**config.mk**
```make
export PLATFORM = sky130hd
export DESIGN_NAME = time_syn_tx_arb
export DESIGN_NICKNAME = d
export VERILOG_FILES = /design/src/rtl/time_syn_pkg.sv /design/src/rtl/time_syn_pending_slot.sv /design/src/rtl/time_syn_tx_arb.sv
export SDC_FILE = /design/constraint.sdc
export NUM_CORES = 1
export LEC_CHECK = 0
export CORE_ASPECT_RATIO = 0.7
export CORE_MARGIN = 1.5
export CORE_UTILIZATION = 35
export DETAILED_ROUTE_END_ITERATION = 16
export GPL_TIMING_DRIVEN = 0
export PLACE_DENSITY_LB_ADDON = 0.3
export SLEW_MARGIN = 20
export SYNTH_ARGS = -nofsm -noshare
export SYNTH_HDL_FRONTEND = slang
export SYNTH_SLANG_ARGS = --single-unit
```
**constraint.sdc**
```tcl
create_clock -name i_clk -period 2.9 [get_ports i_clk]
set_input_delay 0.725 -clock i_clk [delete_from_list [all_inputs] [get_ports i_clk]]
set_output_delay 0.725 -clock i_clk [all_outputs]
set_load 0.05 [all_outputs]
```
**src/rtl/time_syn_pkg.sv**
```systemverilog
// Shared constants for the time-sync frame transmitter: type codes, beat
// indices, slot indices and the TX FSM state encoding.
package time_syn_pkg;

    localparam int unsigned AXIS_W = 64;
    localparam int unsigned SEQ_W  = 8;

    localparam logic [7:0] CODE_TS  = 8'h66;
    localparam logic [7:0] CODE_STD = 8'h88;
    localparam logic [7:0] CODE_RET = 8'h55;

    localparam int unsigned BEAT_HDR = 0;
    localparam int unsigned BEAT_TS  = 1;

    localparam int unsigned SLOT_TS  = 0;
    localparam int unsigned SLOT_STD = 1;
    localparam int unsigned SLOT_RET = 2;
    localparam int unsigned N_SLOT   = 3;

    typedef enum logic [1:0] {
        ST_IDLE = 2'd0,
        ST_HDR  = 2'd1,
        ST_TSB  = 2'd2,
        ST_PAD  = 2'd3
    } tx_state_e;

    function automatic logic [AXIS_W-1:0] hdr_word(input logic [7:0] code,
                                                   input logic [SEQ_W-1:0] seq);
        return {48'h0, seq, code};
    endfunction

endpackage

```
**src/rtl/time_syn_pending_slot.sv**
```systemverilog
// One pending-request slot: flag plus latest value. A set on the clear
// cycle re-arms the slot and is not an overrun.
module time_syn_pending_slot #(
    parameter int unsigned P_W = 64
) (
    input  logic           i_clk,
    input  logic           i_rst_n,
    input  logic           i_set,
    input  logic [P_W-1:0] i_val,
    input  logic           i_clr,
    output logic           o_flag,
    output logic [P_W-1:0] o_val,
    output logic           o_flag_nxt_c,
    output logic           o_overrun_c
);

    logic           r_flag;
    logic [P_W-1:0] r_val;

    assign o_flag_nxt_c = i_set | (r_flag & ~i_clr);
    assign o_overrun_c  = i_set & r_flag & ~i_clr;
    assign o_flag       = r_flag;
    assign o_val        = r_val;

    always_ff @(posedge i_clk or negedge i_rst_n) begin
        if (!i_rst_n) begin
            r_flag <= 1'b0;
            r_val  <= '0;
        end else begin
            r_flag <= o_flag_nxt_c;
            if (i_set) begin
                r_val <= i_val;
            end
        end
    end

endmodule

```
**src/rtl/time_syn_tx_arb.sv**
```systemverilog
// Time-sync frame transmitter: latches TS/STD/RETURN requests in pending
// slots, arbitrates TS > RETURN > STD and streams fixed-length AXIS frames.
module time_syn_tx_arb
    import time_syn_pkg::*;
#(
    parameter int unsigned P_FRAME_LEN = 8,
    parameter int unsigned P_TS_W      = 64,
    parameter int unsigned P_TS_COMP   = 2
) (
    input  logic              i_clk,
    input  logic              i_rst_n,
    input  logic              i_send_ts_valid,
    input  logic [P_TS_W-1:0] i_local_time,
    input  logic              i_send_std_valid,
    input  logic [P_TS_W-1:0] i_std_time,
    input  logic              i_return_valid,
    input  logic [P_TS_W-1:0] i_return_ts,
    input  logic              i_tx_axis_tready,
    output logic              o_tx_axis_tvalid,
    output logic [63:0]       o_tx_axis_tdata,
    output logic              o_tx_axis_tlast,
    output logic [7:0]        o_tx_axis_tkeep,
    output logic              o_tx_axis_tuser,
    output logic              o_overrun,
    output logic              o_busy
);

    localparam int unsigned       CNT_W   = $clog2(P_FRAME_LEN);
    localparam logic [CNT_W-1:0]  LP_LAST = CNT_W'(P_FRAME_LEN - 1);
    localparam logic [P_TS_W-1:0] LP_COMP = P_TS_W'(P_TS_COMP);

    tx_state_e          r_state;
    tx_state_e          w_state_nxt;
    logic [CNT_W-1:0]   r_beat;
    logic [CNT_W-1:0]   w_beat_nxt;
    logic [CNT_W-1:0]   w_beat_inc;
    logic               r_tvalid;
    logic               w_tvalid_nxt;
    logic [AXIS_W-1:0]  r_tdata;
    logic [AXIS_W-1:0]  w_tdata_nxt;
    logic               r_tlast;
    logic               w_tlast_nxt;
    logic [SEQ_W-1:0]   r_seq;
    logic [SEQ_W-1:0]   w_seq_nxt;
    logic [AXIS_W-1:0]  r_ts_word;
    logic [AXIS_W-1:0]  w_ts_word_nxt;
    logic [7:0]         w_code;
    logic               r_overrun;
    logic               r_busy;
    logic               w_hs;

    logic [N_SLOT-1:0]  w_set;
    logic [N_SLOT-1:0]  w_gnt;
    logic [N_SLOT-1:0]  w_flag;
    logic [N_SLOT-1:0]  w_flag_nxt;
    logic [N_SLOT-1:0]  w_ovr;
    logic [P_TS_W-1:0]  w_val_ts;
    logic [P_TS_W-1:0]  w_val_std;
    logic [P_TS_W-1:0]  w_val_ret;
    logic [P_TS_W-1:0]  w_sum_ts;
    logic [P_TS_W-1:0]  w_sum_std;

    assign w_set[SLOT_TS]  = i_send_ts_valid;
    assign w_set[SLOT_STD] = i_send_std_valid;
    assign w_set[SLOT_RET] = i_return_valid;

    time_syn_pending_slot #(.P_W(P_TS_W)) u_slot_ts (
        .i_clk(i_clk), .i_rst_n(i_rst_n),
        .i_set(w_set[SLOT_TS]), .i_val(i_local_time), .i_clr(w_gnt[SLOT_TS]),
        .o_flag(w_flag[SLOT_TS]), .o_val(w_val_ts),
        .o_flag_nxt_c(w_flag_nxt[SLOT_TS]), .o_overrun_c(w_ovr[SLOT_TS])
    );

    time_syn_pending_slot #(.P_W(P_TS_W)) u_slot_std (
        .i_clk(i_clk), .i_rst_n(i_rst_n),
        .i_set(w_set[SLOT_STD]), .i_val(i_std_time), .i_clr(w_gnt[SLOT_STD]),
        .o_flag(w_flag[SLOT_STD]), .o_val(w_val_std),
        .o_flag_nxt_c(w_flag_nxt[SLOT_STD]), .o_overrun_c(w_ovr[SLOT_STD])
    );

    time_syn_pending_slot #(.P_W(P_TS_W)) u_slot_ret (
        .i_clk(i_clk), .i_rst_n(i_rst_n),
        .i_set(w_set[SLOT_RET]), .i_val(i_return_ts), .i_clr(w_gnt[SLOT_RET]),
        .o_flag(w_flag[SLOT_RET]), .o_val(w_val_ret),
        .o_flag_nxt_c(w_flag_nxt[SLOT_RET]), .o_overrun_c(w_ovr[SLOT_RET])
    );

    // Compensation wraps within the timestamp width before zero-extension.
    assign w_sum_ts   = w_val_ts + LP_COMP;
    assign w_sum_std  = w_val_std + LP_COMP;
    assign w_hs       = r_tvalid & i_tx_axis_tready;
    assign w_beat_inc = r_beat + CNT_W'(1);

    always_comb begin
        w_state_nxt   = r_state;
        w_beat_nxt    = r_beat;
        w_tvalid_nxt  = r_tvalid;
        w_tdata_nxt   = r_tdata;
        w_tlast_nxt   = r_tlast;
        w_seq_nxt     = r_seq;
        w_ts_word_nxt = r_ts_word;
        w_gnt         = '0;
        w_code        = CODE_TS;
        case (r_state)
            ST_IDLE: begin
                if (|w_flag) begin
                    if (w_flag[SLOT_TS]) begin
                        w_gnt[SLOT_TS] = 1'b1;
                        w_code         = CODE_TS;
                        w_ts_word_nxt  = 64'(w_sum_ts);
                    end else if (w_flag[SLOT_RET]) begin
                        w_gnt[SLOT_RET] = 1'b1;
                        w_code          = CODE_RET;
                        w_ts_word_nxt   = 64'(w_val_ret);
                    end else begin
                        w_gnt[SLOT_STD] = 1'b1;
                        w_code          = CODE_STD;
                        w_ts_word_nxt   = 64'(w_sum_std);
                    end
                    w_state_nxt  = ST_HDR;
                    w_beat_nxt   = CNT_W'(BEAT_HDR);
                    w_tvalid_nxt = 1'b1;
                    w_tdata_nxt  = hdr_word(w_code, r_seq);
                    w_tlast_nxt  = 1'b0;
                end
            end
            ST_HDR: begin
                if (w_hs) begin
                    w_state_nxt = ST_TSB;
                    w_beat_nxt  = CNT_W'(BEAT_TS);
                    w_tdata_nxt = r_ts_word;
                    w_tlast_nxt = (CNT_W'(BEAT_TS) == LP_LAST);
                end
            end
            ST_TSB, ST_PAD: begin
                if (w_hs) begin
                    if (r_tlast) begin
                        w_state_nxt  = ST_IDLE;
                        w_beat_nxt   = CNT_W'(BEAT_HDR);
                        w_tvalid_nxt = 1'b0;
                        w_tdata_nxt  = '0;
                        w_tlast_nxt  = 1'b0;
                        w_seq_nxt    = r_seq + SEQ_W'(1);
                    end else begin
                        w_state_nxt = ST_PAD;
                        w_beat_nxt  = w_beat_inc;
                        w_tdata_nxt = '0;
                        w_tlast_nxt = (w_beat_inc == LP_LAST);
                    end
                end
            end
            default: begin
                w_state_nxt = ST_IDLE;
            end
        endcase
    end

    always_ff @(posedge i_clk or negedge i_rst_n) begin
        if (!i_rst_n) begin
            r_state   <= ST_IDLE;
            r_beat    <= '0;
            r_tvalid  <= 1'b0;
            r_tdata   <= '0;
            r_tlast   <= 1'b0;
            r_seq     <= '0;
            r_ts_word <= '0;
            r_overrun <= 1'b0;
            r_busy    <= 1'b0;
        end else begin
            r_state   <= w_state_nxt;
            r_beat    <= w_beat_nxt;
            r_tvalid  <= w_tvalid_nxt;
            r_tdata   <= w_tdata_nxt;
            r_tlast   <= w_tlast_nxt;
            r_seq     <= w_seq_nxt;
            r_ts_word <= w_ts_word_nxt;
            r_overrun <= |w_ovr;
            r_busy    <= (w_state_nxt != ST_IDLE) | (|w_flag_nxt);
        end
    end

    assign o_tx_axis_tvalid = r_tvalid;
    assign o_tx_axis_tdata  = r_tdata;
    assign o_tx_axis_tlast  = r_tlast;
    assign o_tx_axis_tkeep  = 8'hFF;
    assign o_tx_axis_tuser  = 1'b0;
    assign o_overrun        = r_overrun;
    assign o_busy           = r_busy;

endmodule

```
### After elaboration in Yosys (flattened, before gate mapping)

Cells that the tools add are included.

| word-level totals | value |
|---|---|
| register bits after elaboration | 340 |

| cells by class | value |
|---|---|
| reductions and logical operators | 11 |
| $add $sub $neg | 4 |
| bitwise logic cells | 17 |
| eq/ne operators | 8 |
| muxes and demuxes | 33 |

Operators by type and width:

| cell | count |
|---|---|
| 64-bit 2-to-1 mux | 5 |
| 64-bit case mux with 3 select lines | 1 |
| 64-bit by 2-bit adder with 64-bit output, second input constant | 2 |
| 3-bit 2-to-1 mux | 6 |
| 8-bit 2-to-1 mux | 2 |
| 1-bit AND | 10 |
| 1-bit 2-to-1 mux | 10 |
| 2-bit 2-to-1 mux | 5 |
| 3-bit case mux with 3 select lines | 1 |
| 3-bit OR reduction | 3 |
| 8-bit by 1-bit adder with 8-bit output, second input constant | 1 |
| 2-bit != test, second input constant | 4 |
| 2-bit case mux with 3 select lines | 1 |
| 3-bit AND reduction | 2 |
| 2-bit equality test, second input constant | 2 |
| 1-bit bitwise OR | 4 |
| 4-bit AND reduction | 1 |
| 2-bit nonzero test | 2 |
| 3-bit by 1-bit adder with 3-bit output, second input constant | 1 |
| 3-bit equality test, second input constant | 1 |
| 1-bit inverter | 3 |
| 1-bit case mux with 3 select lines | 1 |
| 2-bit by 1-bit equality test with 1-bit output, second input constant | 1 |
| 2-bit zero test | 1 |
| 3 further kinds | 3 |

### Longest topological paths before layout

Gate-level depths: netlist (run 1).

| logic depth | value |
|---|---|
| depth after elaboration | 9 |
| gate-level depth with buffers | 10 |

### By module

A second synthesis (run 1) with hierarchy kept.

| unflattened totals | value |
|---|---|
| cell total of the unflattened synthesis | 1,607 |
| area, all modules | 17,320.4 um2 |

By module, submodules not included:

| module | instances | cells an instance | area an instance (um2) |
|---|---|---|---|
| time_syn_tx_arb | 1 | 1,190 | 9,599.2 |
| time_syn_pending_slot | 3 | 139 | 2,573.7 |

### Least setup slack after synthesis (run 1)

No wires, ideal clock.

| timing path | value |
|---|---|
| path kind | reg-to-reg |
| start point | register u_slot_std.r_val[1], in the netlist u_slot_std.o_val[1] |
| end point | register r_ts_word[61] |
| data arrival time | 2.526 ns |
| cell stages (with the launch flop) | 11 |
| required time | 2.774 ns |
| setup time | 0.126 ns |
| path slack | 0.248 ns |
| cell sequence | dfrtp_1 > ha_1 > and4_1 > or4b_1 > buf_2 > or3_1 > buf_6 > nor3_2 > xnor2_1 > o21ai_1 > a221o_1 |

| on the way | value |
|---|---|
| cells in the longest elaborated chain, start to end | 3 |

Ends and longest elaborated chain:

| element | RTL line | source |
|---|---|---|
| start: declaration | time_syn_pending_slot.sv:18 | `logic [P_W-1:0] r_val;` |
| start signal: assignment | time_syn_pending_slot.sv:32 | `r_val <= i_val;` |
| 64-bit by 2-bit adder with 64-bit output | time_syn_tx_arb.sv:90 | `assign w_sum_std = w_val_std + LP_COMP;` |
| 64-bit 2-to-1 mux | time_syn_tx_arb.sv:111 | `end else if (w_flag[SLOT_RET]) begin` |
| 64-bit 2-to-1 mux | time_syn_tx_arb.sv:107 | `if (w_flag[SLOT_TS]) begin` |
| end signal: assignment | time_syn_tx_arb.sv:176 | `r_ts_word <= w_ts_word_nxt;` |
| end: declaration | time_syn_tx_arb.sv:45 | `logic [AXIS_W-1:0] r_ts_word;` |

No other way between the ends.
A chain may end at the register's enable or synchronous reset.

### Worst setup path after layout (run 1)

| timing path | value |
|---|---|
| start point | register u_slot_ts.r_val[4], in the netlist u_slot_ts.o_val[4] |
| end point | register r_ts_word[43] |

| on the way | value |
|---|---|
| cells in the longest elaborated chain, start to end | 2 |

Ends and longest elaborated chain:

| element | RTL line | source |
|---|---|---|
| start: declaration | time_syn_pending_slot.sv:18 |  |
| start signal: assignment | time_syn_pending_slot.sv:32 |  |
| 64-bit by 2-bit adder with 64-bit output | time_syn_tx_arb.sv:89 | `assign w_sum_ts = w_val_ts + LP_COMP;` |
| 64-bit 2-to-1 mux | time_syn_tx_arb.sv:107 |  |

No other way between the ends.

==> results.json, run 1 <==
{
  "status": "finished with violations",
  "violations": "setup timing",
  "drt-total-wl_um": 59890,
  "yosysWarnings": 0,
  "fin_ws_ps": -63.75,
  "grt_max_degree": 100,
  "hold_viol": 0,
  "die_w_um": 262.3,
  "period_needed_ps": 2964,
  "grt_util_all_layers": 0.2463,
  "detailedPlace.worstSlack_ps": -678.1,
  "synth_edf_count": 0,
  "fmax_mhz": 337.4,
  "netlist_top_cells_area": "dfrtp_1, mux2_2, nand2_1, xnor2_1, xor2_1",
  "post-route-util": 0.4738,
  "worstPathMaxFanout": 10,
  "syn-cell-area_um2": 16480,
  "peakVddDrop_mv": 0.3708,
  "tns_ps": -165.7,
  "holdCritStartpoint": "o_tx_axis_tdata[47]",
  "drc": 0,
  "cts_sinks": 340,
  "rsz0062_at_grt": "true",
  "async_flop_share": 1.000,
  "report.power.total_mw": 16.51,
  "ctsHtreeMaxLevel": 2,
  "crit_path_top_delay_cell": "a222oi_1",
  "coreArea_um2": 46490,
  "r2r_start": "u_slot_ts.o_val[4]",
  "worst_setup_path_end_kind": "flip-flop",
  "synth.yosys.seq_area_share": 0.5164,
  "die_h_um": 184.5,
  "leakagePower_nw": 9.257,
  "grt_pass1_wl_um": 87750,
  "r2r_cells": 8,
  "finalSetupViolCount": 3,
  "pin_count": 275,
  "multiInputGateArea_um2": 7869,
  "areaGrowthSynthToFinish_pct": 33.70,
  "critPathRequiredTime_ps": 3260,
  "grt_antenna_before_repair": 1,
  "arrival_ps": 3320,
  "max_slew.worst_pin.slew_ps": 1090,
  "first_global_vias": 13210,
  "final_common_cell": "dfrtp_1",
  "r2r_end": "r_ts_word[43]",
  "overflow": 0,
  "ys_types": 64,
  "postSynthAreaPerCell_um2": 10.40,
  "critPathMaxStageDelay_ps": 620,
  "clk_pin_slew_ps": 70,
  "first_iter_violations": 1214,
  "clock_latency_ps": 540,
  "drive_above_1_share": 0.2029,
  "p_per_area_nw_per_um2": 749.5,
  "ant_nets": 0,
  "path_class": "reg -> reg",
  "slew_violations": 0,
  "hold_class": "reg -> reg",
  "vias": 13550,
  "ctsLongestPathBuffers": 3,
  "cts_tree": "yes",
  "max-cap-violations": 0,
  "place_congestion": 0.9203,
  "start_util": 0.3544,
  "synth_top_cell_area_share": 0.5164,
  "fin_crit_sh": 1.022,
  "vias_per_cell": 5.284,
  "synth-seq-cells": 340,
  "r2r_slack_ps": -60,
  "crit_top_cell": "or4_4",
  "hpwl_um": 46350,
  "die_area_um2": 48410,
  "nets": 2128,
  "clock_tree.root_cell": "clkbuf_16",
  "fill_cells": 4301,
  "fin_skew_ps": 26.59,
  "cts_made_buffers": 37,
  "hold_end": "o_tx_axis_tdata[47]",
  "numPortBuffers": 262,
  "layout_common_cells": "dfrtp_1, clkdlybuf4s50_1, nand2_1",
  "first_pass_iters": 6,
  "max-slew-margin-rel": 0.2707,
  "worstHoldPathCells": 2,
  "synth_ff_type": "dfrtp_1",
  "fp-row-count": 66,
  "synth_top_area_cell": "dfrtp_1",
  "seqCellArea_um2": 8529,
  "cp_cell_sequence": "nand4_4 > or4_4 > or4_4 > buf_12 > nor3_4 > xor2_1 > a222oi_1 > a21oi_1",
  "netlist_instances": 1585,
  "start_kind": "flip-flop",
  "detail_route.wl_per_cell_um": 23.35
}
[stage by stage]
step,instance area [um2],hold slack [ps],cells
floorplan,16500,429.4,1592
global placement,19890,458.1,2466
detailed placement,20010,462.1,2470
CTS,21630,475.9,2544
global route,22030,500.2,2564
finish,22030,467.8,2565
[how the worst max path moves through the flow]
| stage | start | to | slack, ps | depth (start not counted) |
|---|---|---|---|---|
| after global placement | i_rst_n | u_slot_std.o_val[50] | -13770 | 1 |
| after detailed placement | u_slot_ts.o_flag | r_ts_word[63] | -680 | 8 |
| after floorplan | u_slot_std.o_val[1] | r_ts_word[61] | 250 | 10 |
| after global routing | u_slot_std.o_val[34] | r_ts_word[58] | -140 | 8 |
| after CTS | u_slot_std.o_val[1] | r_ts_word[43] | -90 | 9 |
| final | u_slot_ts.o_val[4] | r_ts_word[43] | -60 | 8 |
[layer usage]
layer / routed length (um) / share of wire / vias to the layer above / track usage
li1: - / - / 6261 / -
met1: 28570 / 0.48 / 6715 / 0.3698
met2: 25630 / 0.43 / 502 / 0.3638
met3: 4357 / 0.073 / 76 / 0.04649
met4: 1333 / 0.022 / 0 / 0.05767
met5: 0 / 0 / - / 0
[cell usage after synthesis, types with 5 or more instances]
cell type and instances:
a21oi_1 36, o21ai_1 7, a221oi_1 13, inv_1 18
dfrtp_1 340, a222oi_1 12, a31oi_1 5, o21ai_0 92
nor2_1 100, and4_1 12, a22oi_1 13, a221o_1 6
mux2_2 179, nor3_1 23, xnor2_1 66, clkbuf_1 71
nand3_1 90, o211ai_1 6, mux2i_1 8, and3_1 16
nor4_1 16, xor2_1 61, ha_1 5, or3_1 7
nand2_1 249, nand4_1 37, buf_4 10, buf_1 17
a21o_1 5
[state kept, by name (all words and copies together) (netlist names)]
register	count
u_slot_ret.o_val	64
r_beat	3
r_seq	8
u_slot_ts.o_flag	1
r_state	2
o_tx_axis_tdata	64
o_overrun	1
o_tx_axis_tvalid	1
u_slot_std.o_val	64
r_ts_word	64
u_slot_ret.o_flag	1
o_tx_axis_tlast	1
o_busy	1
u_slot_std.o_flag	1
u_slot_ts.o_val	64
[cell type report]
cell class | instances | area share
clock inverter | 17 | 0.01159
inverter | 19 | 0.003237
timing repair buffer | 303 | 0.1373
buffer | 94 | 0.02033
clock buffer | 49 | 0.04828
multi-input combinational | 1130 | 0.3572
tap | 612 | 0.03476
sequential | 340 | 0.3872
antenna | 1 | 0.0001136
[cells by family (layout without fill, tap and decap cells)]
| logic type | count (synthesis) | in the layout | synth area share |
|---|---|---|---|
| flops | 340 | 340 | 0.5164 |
| xor+xnor | 127 | 127 | 0.06751 |
| mux | 187 | 187 | 0.1272 |
| buf+inv | 122 | 482 | 0.03083 |
| other cells | 2 | 10 | 0.0004558 |
| simple gates | 591 | 591 | 0.1734 |
| compound gates | 211 | 211 | 0.08049 |
| fa+ha+maj | 5 | 5 | 0.003797 |
[report_power, final]
group / total [mW] / internal, mW / switching, mW
logic: 4.68 / 1.73 / 2.95
clock network: 5.18 / 3.13 / 2.05
registers: 6.66 / 5.72 / 0.940
total: 16.5 / 10.6 / 5.93
[critical path: cells and delay by family, from the launching register on]
family,cells,cell delay (ps)
compound gates,2,780
xor+xnor,1,130
buf+inv,1,170
flops,1,430
simple gates,4,1260
[timing repair]
item | in CTS | in global routing
resized for setup | 57 | 61
setup endpoints to repair | 128 | 47
pin swaps | 18 | 30
hold endpoints to repair | 13 | 0
buffers inserted | 11 | 25
hold buffers | 1 | 0
Note: power is estimated with default switching activity, not from simulation.
==> inputs of run 2 (changes only) <==
--- a/config.mk
+++ b/config.mk
@@ -5,6 +5,7 @@
 export SDC_FILE = /design/constraint.sdc
 export NUM_CORES = 1
 export LEC_CHECK = 0
+export CAP_MARGIN = 10
 export CORE_ASPECT_RATIO = 0.7
 export CORE_MARGIN = 1.5
 export CORE_UTILIZATION = 35
==> results of run 2 <==
The final DEF is identical to that of run 1; final timing and power are the same.
==> inputs of run 3 (changes only) <==
--- a/config.mk
+++ b/config.mk
@@ -9,6 +9,7 @@
 export CORE_ASPECT_RATIO = 0.7
 export CORE_MARGIN = 1.5
 export CORE_UTILIZATION = 35
+export CTS_CLUSTER_SIZE = 30
 export DETAILED_ROUTE_END_ITERATION = 16
 export GPL_TIMING_DRIVEN = 0
 export PLACE_DENSITY_LB_ADDON = 0.3
==> results of run 3 <==
The final DEF is identical to that of run 1; final timing and power are the same.
